**config.mk**
```make
export PLATFORM = sky130hd
export DESIGN_NAME = fetch_unit_flat
export DESIGN_NICKNAME = d
export VERILOG_FILES = /design/src/rtl/fetch_unit_pkg.sv /design/src/rtl/fetch_unit_if.sv /design/src/rtl/fetch_unit_watchdog.sv /design/src/rtl/fetch_unit.sv /design/src/flat_wrapper.sv
export SDC_FILE = /design/constraint.sdc
export NUM_CORES = 1
export LEC_CHECK = 0
export ABC_AREA = 1
export CAP_MARGIN = 20
export CORE_MARGIN = 3
export CORE_UTILIZATION = 40
export CTS_CLUSTER_SIZE = 8
export DETAILED_ROUTE_END_ITERATION = 16
export DONT_BUFFER_PORTS = 1
export HOLD_SLACK_MARGIN = 0.02
export PLACE_DENSITY_LB_ADDON = 0.1
export SLEW_MARGIN = 10
export SYNTH_ARGS = -nofsm -noshare
export SYNTH_HDL_FRONTEND = slang
export SYNTH_HIERARCHICAL = 1
export SYNTH_SLANG_ARGS = --single-unit
```
**constraint.sdc**
```tcl
create_clock -name clk -period 1.05 [get_ports clk]
set_clock_uncertainty 0.1 [all_clocks]
set_input_delay 0.21 -clock clk [delete_from_list [all_inputs] [get_ports clk]]
set_output_delay 0.21 -clock clk [all_outputs]
set_load 0.01 [all_outputs]
```
**src/rtl/fetch_unit_pkg.sv**
```systemverilog
// Shared fetch definitions: FSM states, instruction field positions and the abort instruction.
package fetch_unit_pkg;

  typedef enum logic [1:0] {
    FETCH_IDLE = 2'd0,
    FETCH_REQ  = 2'd1,
    FETCH_DONE = 2'd2
  } fetch_state_e;

  localparam int OPC_MSB = 7;
  localparam int OPC_LSB = 4;
  localparam int RD_MSB  = 3;
  localparam int RD_LSB  = 2;
  localparam int RS_MSB  = 1;
  localparam int RS_LSB  = 0;

  // opcode[3]=1 makes the controller halt in ID
  localparam logic [7:0] FETCH_ERR_INSTR = 8'hF0;

endpackage

```
**src/rtl/fetch_unit_if.sv**
```systemverilog
// Instruction-memory read channel between the fetch unit (master) and memory (slave).
interface fetch_unit_if #(
  parameter int ADDR_W  = 8,
  parameter int INSTR_W = 8
);
  logic               mem_req;
  logic [ADDR_W-1:0]  mem_addr;
  logic               mem_ack;
  logic [INSTR_W-1:0] mem_rdata;

  modport master (output mem_req, mem_addr, input mem_ack, mem_rdata);
  modport slave  (input mem_req, mem_addr, output mem_ack, mem_rdata);
endinterface

```
**src/rtl/fetch_unit_watchdog.sv**
```systemverilog
// Request timeout counter; expired fires in the REQ cycle whose miss brings the count to TIMEOUT.
module fetch_watchdog #(
  parameter int TIMEOUT = 15
) (
  input  logic clk,
  input  logic rst,
  input  logic clear,
  input  logic run,
  output logic expired
);

  logic [7:0] count;

  always_ff @(posedge clk) begin
    if (rst || clear) begin
      count <= '0;
    end else if (run) begin
      count <= count + 8'd1;
    end
  end

  assign expired = run && (count == 8'(TIMEOUT - 1));

endmodule

```
**src/rtl/fetch_unit.sv**
```systemverilog
// Instruction-fetch responder: latches pc, handshakes with memory, pulses en1 and holds ir fields.
// Optional request timeout/abort enabled by defining FETCH_TIMEOUT_EN.
module fetch_unit
  import fetch_unit_pkg::*;
#(
  parameter int ADDR_W  = 8,
  parameter int INSTR_W = 8,
  parameter int TIMEOUT = 15
) (
  input  logic               clk,
  input  logic               rst,
  input  logic               en_fetch_pulse,
  input  logic [ADDR_W-1:0]  pc,
  fetch_unit_if.master       mem,
  output logic               en1,
  output logic [INSTR_W-1:0] ir,
  output logic [3:0]         opcode,
  output logic [1:0]         rd,
  output logic [1:0]         rs,
  output logic               busy,
  output logic               fetch_err
);

  fetch_state_e state;

`ifdef FETCH_TIMEOUT_EN
  logic expired;

  fetch_watchdog #(.TIMEOUT(TIMEOUT)) u_watchdog (
    .clk     (clk),
    .rst     (rst),
    .clear   (state == FETCH_IDLE && en_fetch_pulse),
    .run     (state == FETCH_REQ && !mem.mem_ack),
    .expired (expired)
  );
`else
  assign fetch_err = 1'b0;
`endif

  always_ff @(posedge clk) begin
    if (rst) begin
      state        <= FETCH_IDLE;
      mem.mem_req  <= 1'b0;
      mem.mem_addr <= '0;
      en1          <= 1'b0;
      ir           <= '0;
      busy         <= 1'b0;
`ifdef FETCH_TIMEOUT_EN
      fetch_err    <= 1'b0;
`endif
    end else begin
      en1 <= 1'b0;
      case (state)
        FETCH_IDLE: begin
          if (en_fetch_pulse) begin
            mem.mem_addr <= pc;
            mem.mem_req  <= 1'b1;
            busy         <= 1'b1;
            state        <= FETCH_REQ;
          end
        end
        FETCH_REQ: begin
          // ack has priority over a coincident timeout
          if (mem.mem_ack) begin
            ir          <= mem.mem_rdata;
            mem.mem_req <= 1'b0;
            en1         <= 1'b1;
            state       <= FETCH_DONE;
          end
`ifdef FETCH_TIMEOUT_EN
          else if (expired) begin
            ir          <= INSTR_W'(FETCH_ERR_INSTR);
            fetch_err   <= 1'b1;
            mem.mem_req <= 1'b0;
            en1         <= 1'b1;
            state       <= FETCH_DONE;
          end
`endif
        end
        FETCH_DONE: begin
          busy  <= 1'b0;
          state <= FETCH_IDLE;
        end
        default: begin
          mem.mem_req <= 1'b0;
          busy        <= 1'b0;
          state       <= FETCH_IDLE;
        end
      endcase
    end
  end

  assign opcode = ir[OPC_MSB:OPC_LSB];
  assign rd     = ir[RD_MSB:RD_LSB];
  assign rs     = ir[RS_MSB:RS_LSB];

endmodule
```
**src/flat_wrapper.sv**
```systemverilog
// flat-port wrapper written by rule: the top's interface ports become plain ports
module fetch_unit_flat import fetch_unit_pkg::*;
#(
  parameter int ADDR_W  = 8,
  parameter int INSTR_W = 8,
  parameter int TIMEOUT = 15
)
  (clk, rst, en_fetch_pulse, pc, en1, ir, opcode, rd, rs, busy, fetch_err, mem_mem_req, mem_mem_addr, mem_mem_ack, mem_mem_rdata);
  fetch_unit_if #(.ADDR_W(ADDR_W), .INSTR_W(INSTR_W)) mem_i ();
  input  logic clk;
  input  logic rst;
  input  logic en_fetch_pulse;
  input  logic [ADDR_W-1:0] pc;
  output logic en1;
  output logic [INSTR_W-1:0] ir;
  output logic [3:0] opcode;
  output logic [1:0] rd;
  output logic [1:0] rs;
  output logic busy;
  output logic fetch_err;
  output wire logic [$bits(mem_i.mem_req)-1:0] mem_mem_req;
  output wire logic [$bits(mem_i.mem_addr)-1:0] mem_mem_addr;
  input wire logic [$bits(mem_i.mem_ack)-1:0] mem_mem_ack;
  input wire logic [$bits(mem_i.mem_rdata)-1:0] mem_mem_rdata;
  assign mem_mem_req = mem_i.mem_req;
  assign mem_mem_addr = mem_i.mem_addr;
  assign mem_i.mem_ack = mem_mem_ack;
  assign mem_i.mem_rdata = mem_mem_rdata;
  fetch_unit #(.ADDR_W(ADDR_W), .INSTR_W(INSTR_W), .TIMEOUT(TIMEOUT)) u_core (.clk(clk), .rst(rst), .en_fetch_pulse(en_fetch_pulse), .pc(pc), .mem(mem_i), .en1(en1), .ir(ir), .opcode(opcode), .rd(rd), .rs(rs), .busy(busy), .fetch_err(fetch_err));
endmodule
```
==> results.json <==
{
  "status": "complete, but fails checks",
  "violations": "negative hold slack",
  "synth_top_area_share_pct": 48.0,
  "final_util_pct": 55.1,
  "die_w_um": 52.8,
  "ios": 48,
  "num_vias": 708,
  "p_total_w": 0.00152,
  "synth-seq-cells": 21,
  "reg2reg_to": "u_core/mem.mem_addr[1]",
  "grt_pass1_wl_um": 2930,
  "p_leak_nw": 0.432,
  "synth_top_family_by_area": "simple AND/OR/NAND/NOR gates",
  "whs_endpoint": "u_core/state[1]",
  "die-area_um2": 2790,
  "initial_core_util_pct": 43.3,
  "netlist_area_um2": 876,
  "slew_viol_final": 0,
  "r2r_start": "u_core/state[0]",
  "drive_above_1_share_pct": 33.6,
  "cts_made_buffers": 3,
  "synth_top_area_cell": "dfxtp_1",
  "syn_to_final_growth_pct": 27.1,
  "cpMaxStageDelayCell": "dfxtp_4",
  "dpl.hpwl_um": 1220,
  "fmax_ghz": 0.956,
  "rr_worst_depth": 5,
  "worstPathArrival_ps": 1150,
  "critPathKind": "register to register",
  "place_ws_ps": -17.0,
  "drcViolationCount": 0,
  "seq_area_frac_synth_pct": 48.0,
  "worst_pin_slew_ps": 559,
  "rsz0062_at_grt": "true",
  "synth_compound_area_share_pct": 6.86,
  "startpoint_type": "register",
  "slowest_delay_ps": 380,
  "core_um2": 2020,
  "worstPathRequired_ps": 1150,
  "chipHeight_um": 52.8,
  "crit_path_start": "u_core/state[0]",
  "critPathMaxFanout": 4,
  "grt_max_degree": 14,
  "ff_latch_area_um2": 464,
  "ff2ff_setup_slack_ps": 4,
  "finalWorstPathRequiredPeriod_ps": 1050,
  "synthAdderAreaFrac_pct": 0,
  "drv_cap": 0,
  "slew_headroom_pct": 62.7,
  "grt.total_usage_pct": 14.3,
  "hp-class": "primary input to register",
  "nets": 137,
  "synth.area.mux_share_pct": 0,
  "clockRootBuffer": "clkbuf_4",
  "setup_viol_count_final": 0,
  "vdd.ir_drop.worst_uv": 645,
  "synth.avg_cell_area_um2": 8.19,
  "synth_area_leaders": "dfxtp_1 48%, buf_4 8.6%, nand2_1 7.7%",
  "hold_viol_final": 11,
  "cts.sinks": 21,
  "first_pass_iters": 2,
  "worstSetupEndpointType": "register",
  "syn_nets": 127,
  "min-delay-start": "mem_mem_ack",
  "synth.distinct_cells": 16,
  "n_antenna_cell": 0,
  "min_path_cells": 2,
  "gp_congestion": 0.641,
  "postSynthCellCount": 107,
  "cts_tree": "done",
  "drt_wl_total_um": 1900,
  "grt_antenna_before_repair": 0,
  "multi_input_area_um2": 389,
  "clk_pin_slew_worst_paths_ps": 110,
  "synth-simple-area-share_pct": 32.6,
  "clock_path_buffers": 2,
  "cellPowerDensity_nw_per_um2": 1360,
  "routedWlPerCell_um": 13.3,
  "vias_per_cell": 4.95,
  "nFillCells": 193,
  "gr-total-overflow": 0,
  "drt_iter0_markers": 11,
  "setup_slack_ps": 4.01,
  "synth_xor_xnor_area_share_pct": 0,
  "holdWs_ps": -34.7,
  "clk_latency_ps": 290,
  "num_rows": 16,
  "synth_warnings": 6,
  "detail-route-antenna-nets": 0,
  "htree_num_levels": 1,
  "fin_crit_sh_pct": 99.6,
  "cp_cell_sequence": "nor2_4, buf_6, nand3b_1, nand2_1, nor2_1",
  "grt_pass1_vias": 656,
  "portBuffers": 0
}
## power breakdown
| part | internal (W) | leakage (nW) | switching, W |
|---|---|---|---|
| clock network | 0.000148 | 0.0150 | 0.000225 |
| logic | 0.000120 | 0.235 | 0.000114 |
| registers | 0.000844 | 0.182 | 0.0000658 |
| total | 0.00111 | 0.432 | 0.000404 |
## placed cells by master, fill, tap and decap left out
cell,synthesis,layout
clkinv_2,1,1
conb_1,1,1
dfxtp_2,0,11
nand4_1,8,8
nor2_1,18,18
inv_4,0,1
a21oi_2,0,4
buf_6,0,2
dlymetal6s4s_1,0,1
clkbuf_1,1,1
dlygate4sd3_1,0,10
nor2_4,1,1
inv_1,2,1
nand2_4,1,1
o21ai_0,1,1
dfxtp_1,21,2
dfxtp_4,0,8
nand2_1,18,18
buf_12,0,1
clkbuf_4,0,3
buf_4,10,4
nand3_4,0,2
a21oi_1,11,7
nand3b_1,9,9
## synthesized netlist by cell type, drive strengths merged
cell type and n:
clkbuf 1, conb 1, nor2 19, clkinv 1, nand2 19, inv 2
buf 13, nand3 1, o21ai 1, a21oi 11, nand3b 9, dfxtp 21
nand4 8
## sequential cells by signal (all words and copies together), names as in the netlist
name                 flops
u_core/mem.mem_addr      8
u_core/mem.mem_req       1
u_core/busy              1
u_core/en1               1
u_core/state             2
u_core/ir                8
## logic make-up after synthesis
| logic type | count (synthesis) |
|---|---|
| AO/OA/AOI/OAI | 12 |
| AND/OR/NAND/NOR | 56 |
| other | 1 |
| flip-flops | 21 |
| buffers and inverters | 17 |
## worst max-delay path by stage
stage / to / slack, ps
after detailed placement: u_core/ir[2] / -20
after CTS: u_core/mem.mem_addr[7] / 3
after floorplan: u_core/mem.mem_addr[0] / 90
after global placement: u_core/ir[7] / 20
final: u_core/mem.mem_addr[1] / 4
after global routing: u_core/mem.mem_addr[3] / -80
## through the flow
step / area, µm² / TNS, ps / std cells
2_1_floorplan: 876 / 0 / 107
6_report: 1110 / 0 / 143
5_1_grt: 1110 / -578 / 143
3_5_place_dp: 873 / -87.3 / 126
3_3_place_gp: 873 / 0 / 126
4_1_cts: 1020 / 0 / 140
## repair_timing
item | in CTS | in global routing
resized for setup | 11 | 27
setup buffers | 0 | 1
endpoints found under the hold margin | 21 | 13
gates cloned | 0 | 1
endpoints found under the setup margin | 32 | 45
pin swaps | 0 | 2
hold buffers | 10 | 1
## per-layer routing
metal	up-vias	global-route usage (%)	routed length (µm)
met5	-	0	0
met4	0	6.38	12
met3	2	5.98	187
met2	19	21.1	886
met1	321	17.9	814
li1	366	-	-
## area by class of cell
cell class                 instances  area share [%]
inverter                           3            1.35
tap                               27            3.03
timing repair buffer              18            16.6
sequential                        21            41.7
multi-input combinational         70            34.9
clock buffer                       4            2.36
## worst max-delay path: cells and delay by family, from the launching register on
| family | cells | cell delay, ps |
|---|---|---|
| AND/OR/NAND/NOR | 4 | 350 |
| flip-flops | 1 | 380 |
| buffers and inverters | 1 | 130 |
Note: power is estimated with default switching activity, not from simulation.
